**src/rtl/io_request_arbiter.sv**
```systemverilog
// io_request_arbiter: round-robin sharing of the single non-cached I/O bus among
// NUM_REQUESTERS core request ports, one ack -> bus -> response transaction at a time.
module io_request_arbiter #(
    parameter int NUM_REQUESTERS   = 4,
    parameter int THREAD_IDX_WIDTH = 2
) (
    input  logic                                       clk,
    input  logic                                       reset,
    input  logic [NUM_REQUESTERS-1:0]                  ioreq_valid,
    input  logic [NUM_REQUESTERS-1:0]                  ioreq_store,
    input  logic [NUM_REQUESTERS*THREAD_IDX_WIDTH-1:0] ioreq_thread_idx,
    input  logic [NUM_REQUESTERS*32-1:0]               ioreq_address,
    input  logic [NUM_REQUESTERS*32-1:0]               ioreq_value,
    output logic [NUM_REQUESTERS-1:0]                  ioreq_ack,
    output logic                                       io_write_en,
    output logic                                       io_read_en,
    output logic [31:0]                                io_address,
    output logic [31:0]                                io_write_data,
    input  logic [31:0]                                io_read_data,
    output logic                                       iorsp_valid,
    output logic [3:0]                                 iorsp_core,
    output logic [THREAD_IDX_WIDTH-1:0]                iorsp_thread_idx,
    output logic [31:0]                                iorsp_read_value
);
    localparam int IW = NUM_REQUESTERS > 1 ? $clog2(NUM_REQUESTERS) : 1;

    typedef enum logic [1:0] {IDLE, BUS, RESP} state_t;

    state_t                      state_q, state_d;
    logic [IW-1:0]               last_q, last_d, grant_q, grant_d, grant, cand;
    logic                        found;
    logic                        store_q, store_d, wr_q, wr_d, rd_q, rd_d;
    logic [THREAD_IDX_WIDTH-1:0] thread_q, thread_d;
    logic [31:0]                 addr_q, addr_d, value_q, value_d;
    logic [THREAD_IDX_WIDTH-1:0] thread_a [NUM_REQUESTERS];
    logic [31:0]                 addr_a   [NUM_REQUESTERS];
    logic [31:0]                 value_a  [NUM_REQUESTERS];

    for (genvar i = 0; i < NUM_REQUESTERS; i++) begin : g_unpack
        assign thread_a[i] = ioreq_thread_idx[i*THREAD_IDX_WIDTH +: THREAD_IDX_WIDTH];
        assign addr_a[i]   = ioreq_address[i*32 +: 32];
        assign value_a[i]  = ioreq_value[i*32 +: 32];
    end

    // First valid requester searching upward from last_q+1, wrapping around.
    always_comb begin
        grant = last_q;
        found = 1'b0;
        cand  = '0;
        for (int k = 1; k <= NUM_REQUESTERS; k++) begin
            cand = IW'((int'(last_q) + k) % NUM_REQUESTERS);
            if (!found && ioreq_valid[cand]) begin
                grant = cand;
                found = 1'b1;
            end
        end
    end

    always_comb begin
        state_d   = state_q;
        last_d    = last_q;
        grant_d   = grant_q;
        store_d   = store_q;
        thread_d  = thread_q;
        addr_d    = addr_q;
        value_d   = value_q;
        wr_d      = 1'b0;
        rd_d      = 1'b0;
        ioreq_ack = '0;
        if (state_q == IDLE && found && !reset) begin
            ioreq_ack[grant] = 1'b1;
            last_d           = grant;
            grant_d          = grant;
            store_d          = ioreq_store[grant];
            thread_d         = thread_a[grant];
            addr_d           = addr_a[grant];
            value_d          = value_a[grant];
            wr_d             = ioreq_store[grant];
            rd_d             = !ioreq_store[grant];
            state_d          = BUS;
        end else if (state_q == BUS) begin
            state_d = RESP;
        end else if (state_q == RESP) begin
            state_d = IDLE;
        end
    end

    always_ff @(posedge clk) begin
        if (reset) begin
            state_q  <= IDLE;
            last_q   <= IW'(NUM_REQUESTERS - 1);
            grant_q  <= '0;
            store_q  <= 1'b0;
            thread_q <= '0;
            addr_q   <= '0;
            value_q  <= '0;
            wr_q     <= 1'b0;
            rd_q     <= 1'b0;
        end else begin
            state_q  <= state_d;
            last_q   <= last_d;
            grant_q  <= grant_d;
            store_q  <= store_d;
            thread_q <= thread_d;
            addr_q   <= addr_d;
            value_q  <= value_d;
            wr_q     <= wr_d;
            rd_q     <= rd_d;
        end
    end

    // Address and data are loaded at grant and held; only the strobes qualify them.
    assign io_write_en      = wr_q;
    assign io_read_en       = rd_q;
    assign io_address       = addr_q;
    assign io_write_data    = value_q;
    assign iorsp_valid      = state_q == RESP;
    assign iorsp_core       = iorsp_valid ? 4'(grant_q) : 4'd0;
    assign iorsp_thread_idx = iorsp_valid ? thread_q : '0;
    assign iorsp_read_value = (iorsp_valid && !store_q) ? io_read_data : 32'd0;
endmodule
```
**config.mk**
```make
export PLATFORM = sky130hd
export DESIGN_NAME = io_request_arbiter
export DESIGN_NICKNAME = d
export VERILOG_FILES = /design/src/rtl/io_request_arbiter.sv
export SDC_FILE = /design/constraint.sdc
export NUM_CORES = 1
export LEC_CHECK = 0
export CAP_MARGIN = 10
export CORE_AREA = 2 2 159 161
export CTS_BUF_LIST = sky130_fd_sc_hd__clkbuf_4 sky130_fd_sc_hd__clkbuf_8
export CTS_CLUSTER_DIAMETER = 50
export DETAILED_ROUTE_END_ITERATION = 12
export DIE_AREA = 0 0 161 163
export GPL_TIMING_DRIVEN = 0
export PLACE_DENSITY = 0.58
export SLEW_MARGIN = 25
export SYNTH_ARGS = -nofsm -noshare
export SYNTH_HDL_FRONTEND = slang
export SYNTH_SLANG_ARGS = --single-unit
```
**constraint.sdc**
```tcl
create_clock -name clk -period 5.5 [get_ports clk]
set_input_delay 1.65 -clock clk [delete_from_list [all_inputs] [get_ports clk]]
set_output_delay 1.65 -clock clk [all_outputs]
set_load 0.01 [all_outputs]
```
=== After elaboration in Yosys (flattened, before gate mapping) ===
Cells that the tools add are included.

* Bits in latches: 0
* Word-level logic and storage cells: 79
* Memories kept: 0
* Bits in read-only memories: 0
* Register bits after elaboration: 75
* Output and inout bits: 109
* Input bits: 306
* RAM bits: 0

* Multiply operators: 0
* Divide/modulo/power cells: 0
* Reduce and logical (&&, ||, !) cells: 18
* Add/subtract/negate cells: 4
* Equal/unequal tests: 2
* Magnitude comparators: 7
* Shift-type cells: 0
* Bitwise operators: 2
* Multiplexer cells: 36

{| class="wikitable"
|+ Operators by type and width
! kind !! number
|-
| two-way mux 32 bit || 5
|-
| binary-select mux 32 bit (select 2 bit) || 2
|-
| two-way mux 2 bit || 10
|-
| less-than comparator 2 x 3 -> 1 bit, second input constant || 5
|-
| two-way mux 1 bit || 11
|-
| binary-select mux 1 bit (select 2 bit) || 5
|-
| logical AND 1 bit || 7
|-
| logical NOT 1 bit || 6
|-
| adder 2 x 1 -> 2 bit, second input constant || 2
|-
| adder 2 bit, second input constant || 2
|-
| binary-select mux 2 bit (select 2 bit) || 1
|-
| two-way mux 4 bit || 1
|-
| OR reduction 2 bit || 2
|-
| greater-or-equal comparator 3 bit, second input constant || 1
|-
| inverter 2 -> 3 bit || 1
|-
| nonzero test 3 bit || 1
|-
| demux 1 bit (select 2 bit) || 1
|-
| equality test 2 x 1 -> 1 bit, second input constant || 1
|-
| equality test 2 bit, second input constant || 1
|-
| greater-or-equal comparator 2 x 1 -> 1 bit, second input constant || 1
|-
| logical NOT 2 bit || 1
|-
| nonzero test 2 bit || 1
|-
| inverter 1 bit || 1
|}

=== Longest topological paths before layout ===
* Depth in word-level cells: 18
* Depth in mapped cells: 9
* Gate-level depth less buffers: 7

=== Worst setup path before layout ===
Ideal clock, no wire load.

* Kind: input port to output port
* Start point: in ioreq_valid[1]
* End point: out ioreq_ack[2]
* Path buffers: 2
* Required time: 3.850 ns
* Cell stages on the path: 6
* Path slack: 1.089 ns
* Arrival time: 2.761 ns
* Cells stage by stage: o41ai_2 > nor2_2 > buf_4 > buf_2 > nand2_1 > nor2_1

* Cells in the longest elaborated chain, start to end: 17
* Elaborated cells between the ends (all ways): 30
* Classes of those cells: order compare (2); mux (19); reduce/logical (9)

{| class="wikitable"
|+ RTL lines
! item !! line !! source
|-
| start, declared || 9 || <nowiki>input logic [NUM_REQUESTERS-1:0] ioreq_valid,</nowiki>
|-
| binary-select mux 1 bit (select 2 bit) || 52 || <nowiki>if (!found && ioreq_valid[cand]) begin</nowiki>
|-
| two-way mux 1 bit (implied by the code) || 52 ||
|-
| two-way mux 1 bit || 52 ||
|-
| logical NOT 1 bit || 52 ||
|-
| logical AND 1 bit || 52 ||
|-
| two-way mux 1 bit || 52 ||
|-
| logical NOT 1 bit || 52 ||
|-
| logical AND 1 bit || 52 ||
|-
| two-way mux 1 bit || 52 ||
|-
| logical NOT 1 bit || 52 ||
|-
| logical AND 1 bit || 52 ||
|-
| two-way mux 2 bit || 52 ||
|-
| less-than comparator 2 x 3 -> 1 bit (implied by the code) or greater-or-equal comparator 2 x 1 -> 1 bit (tied branches) || 71 || <nowiki>ioreq_ack[grant] = 1'b1;</nowiki>
|-
| logical AND 1 bit (implied by the code) || 71 ||
|-
| two-way mux 1 bit (implied by the code) || 71 ||
|-
| demux 1 bit (select 2 bit) || 71 ||
|-
| two-way mux 4 bit (*) || 70 || <nowiki>if (state_q == IDLE && found && !reset) begin</nowiki>
|-
| end, declared || 14 || <nowiki>output logic [NUM_REQUESTERS-1:0] ioreq_ack,</nowiki>
|}

Mark *: on every way between the ends. The rest lies on a longest branch, timed or not. The select of a mux whose other input is x is not followed.

=== Worst setup path after layout ===
* Start point: in ioreq_valid[2]
* End point: out ioreq_ack[1]

Same word-level chain as after synthesis.

==> results by group <==
Run status
  • Status: completed

Synth
  • Synth Register Bits: 75
  • Warnings, synthesis: 0
  • Synth top area share: 28.4%
  • Dominant cells by area after synthesis: dfxtp_1, mux2i_1, nand3_1
  • Sequential share of the synthesized area: 28.4%
  • Post-synth EDFFs: 0
  • Netlist Area Pre-Place: 5290 µm²
  • Synth top cells by count: nand3_1, dfxtp_1, nand2_1
  • Dominant cell by count in the synthesized netlist: nand3_1
  • Yosys cell types: 32
  • Post-synth ARST share: 0%
  • Synth area leader: dfxtp_1
  • Post-Syn Area per Cell: 8.47 µm²
  • Synth Flop Type: dfxtp_1
  • Synth Instances: 624

Global routing
  • First-pass GRT wire length: 38,500 µm
  • Layer carrying the most global-route usage: met2
  • Global Route met2 Usage: 35.0%
  • Largest net degree at the start of global routing: 20
  • Initial antenna violation count: 0
  • Total GRT Usage: 19.6%
  • Total grt overflow: 0
  • Met3 usage: 4.97%
  • Met1 Resource Use GR: 23.1%
  • Vias in the first global route: 6,296

STA
  • Slew Limit Fails: 0
  • Highest Clock Rate: 0.187 GHz
  • Final setup fails: 0
  • Setup TNS: 0 ns
  • Final worst path period share: 97.2%
  • Hold Fails Final Rpt: 0
  • RSZ-0062 raised after global routing: false
  • Final min period: 5.35 ns
  • Final WS setup: 0.154 ns
  • Worst Clk Skew: 0.0185 ns
  • Max-slew headroom: 60.3%
  • Worst Tran Pin Value: 0.596 ns

Worst setup path
  • Critical path, cell by cell: clkdlybuf4s50_1 > nand2b_1 > a21oi_1 > nor3b_2 > buf_6 > buf_4 > nor2_1 > clkdlybuf4s50_1
  • CP endpoint kind: primary output
  • Crit-path max FO: 10
  • Worst Path Required: 3.85 ns
  • WS Path Type: primary input to primary output
  • Worst EP arrival: 3.70 ns
  • Slowest CP cell: clkdlybuf4s50_1
  • Worst setup SP type: primary input
  • Slowest Stage Delay on Critical Path: 0.60 ns
  • Most used cell, CP: clkdlybuf4s50_1
  • Worst R2R Path Depth: 10

Detailed routing
  • Pre-Repair DR Iteration Count: 5
  • Post-route ant nets: 0
  • Wire length per cell: 19.3 µm
  • Remaining DRCs: 0
  • Starting DRT DRC Count: 299
  • DR vias: 6,345
  • Total Wirelength: 26,900 µm
  • Drt via density: 4.55

Floorplan
  • Num ports: 415
  • Die Width: 161 µm
  • Initial core utilization: 21.4%
  • FP Rows: 58
  • Height of the chip: 163 µm
  • Die footprint: 26,200 µm²
  • CORE AREA: 24,700 µm²

Place
  • Worst slack at placement: -0.673 ns
  • Placer Congestion: 0.846
  • Buffers on Ports: 412
  • Detailed Place HPWL: 20,600 µm

Cells and area
  • Diode count: 0
  • Share of layout cells above drive strength 1: 11.5%
  • Footprint of the multi-input gates: 3390 µm²
  • FF+latch area: 1500 µm²
  • Fillers: 2,551
  • Final nets: 1,368
  • Area grow syn2layout: 92.1%
  • Layout Utilization: 41.1%

Clock network
  • Clk_lat worst skew: 0.38 ns
  • CTS sink count: 75
  • CTS tree: yes
  • Clk buf depth: 2
  • Root Buffer: clkbuf_8
  • H-tree depth: 3
  • Worst-path clk slew: 0.08 ns
  • Cts bufs inserted: 9

Worst hold path
  • Hold path cells: 2
  • Worst min path class: flip-flop to flip-flop

Run
  • Max Cap Violations: 0

Pwr
  • Peak supply drop: 0.134 mV
  • PwrDens: 310 nW/µm²
  • Static Leakage: 0.00370 µW
  • Pwr Total: 3150 µW
==> cell usage in the layout, fill, tap and decap left out, types with 2 or more instances in the layout <==
cell type,netlist,routed
mux2i_1,70,70
nand2b_1,4,4
conb_1,1,2
clkinvlp_4,0,2
a21oi_1,2,2
nor2_1,12,12
buf_6,14,14
nor2b_1,2,2
dfxtp_1,75,75
clkbuf_8,0,10
dlymetal6s2s_1,0,2
nand2_1,74,73
inv_1,2,2
clkinv_2,0,2
nand3_1,132,132
mux2_2,43,43
ha_1,3,3
and2_1,37,37
clkbuf_1,20,20
o211ai_1,66,66
mux2_1,23,23
buf_2,21,18
buf_4,10,23
clkdlybuf4s50_1,0,409
==> routing by layer <==
| metal | wire length (µm) | vias up |
|---|---|---|
| met3 | 1880 | 25 |
| met4 | 456 | 0 |
| met2 | 13200 | 261 |
| met5 | 0 | - |
| li1 | - | 3119 |
| met1 | 11300 | 2940 |
==> through the flow <==
| step | instances | instance area, µm² | hold WS (ns) |
|---|---|---|---|
| after global routing | 1394 | 10200 | 0.460 |
| after CTS | 1389 | 10100 | 0.442 |
| after global placement | 1367 | 9830 | 0.424 |
| after detailed placement | 1367 | 9830 | 0.429 |
| after floorplan | 625 | 5290 | 0.415 |
| final | 1394 | 10200 | 0.440 |
==> final timing paths <==
kind,from,endpoint,slack [ns]
worst max-delay path,ioreq_valid[2],ioreq_ack[1],0.15
worst min-delay path,grant_q[1]$_SDFFE_PP0P_,grant_q[1]$_SDFFE_PP0P_,0.44
worst max register to register,state_q[1]$_SDFFE_PP0P_,io_address[30]$_SDFFE_PP0P_,3.13
worst min register to register,grant_q[1]$_SDFFE_PP0P_,grant_q[1]$_SDFFE_PP0P_,0.44
==> kinds of logic (layout without fill, tap and decap cells) <==
| group | after synthesis | in the layout | synth area share, % |
|---|---|---|---|
| compound gates | 76 | 76 | 11.1 |
| fa+ha+maj | 3 | 3 | 0.710 |
| buf+inv | 67 | 506 | 7.95 |
| flops | 75 | 75 | 28.4 |
| mux | 136 | 136 | 27.3 |
| other cells | 1 | 2 | 0.0710 |
| simple gates | 266 | 266 | 24.4 |
==> final cells by class <==
cell class	instances	area share [%]
Buffer	63	4.07
Clock buffer	10	1.36
Clock inverter	6	0.629
Inverter	2	0.0739
Multi-Input combinational cell	483	33.4
Sequential cell	75	14.8
Tap cell	330	4.07
Timing Repair Buffer	425	41.6
==> report_power, final <==
group	internal (µW)	total, µW	switching [µW]
registers	734	835	101
logic	954	1840	889
clock network	223	473	250
total	1910	3150	1240
==> state kept, by name, summed over array words and instances (netlist names) <==
name and count:
io_write_data 32, store_q 1, thread_q 2, io_read_en 1, io_address 32, last_q 2
io_write_en 1, grant_q 2, state_q 2
==> what timing repair did <==
item	4_1_cts	5_1_grt
resized for setup	9	2
buffers inserted	7	6
setup endpoints to repair	4	4
hold buffers	0	0
pin swaps	3	3
==> critical path, delay by kind of cell <==
kind                   cells  cell delay [ns]
buffers and inverters      4             1.46
and+or+nand+nor            3             0.50
AOI/OAI and AO/OA          1             0.08
Power figures use the tool's default switching activity.
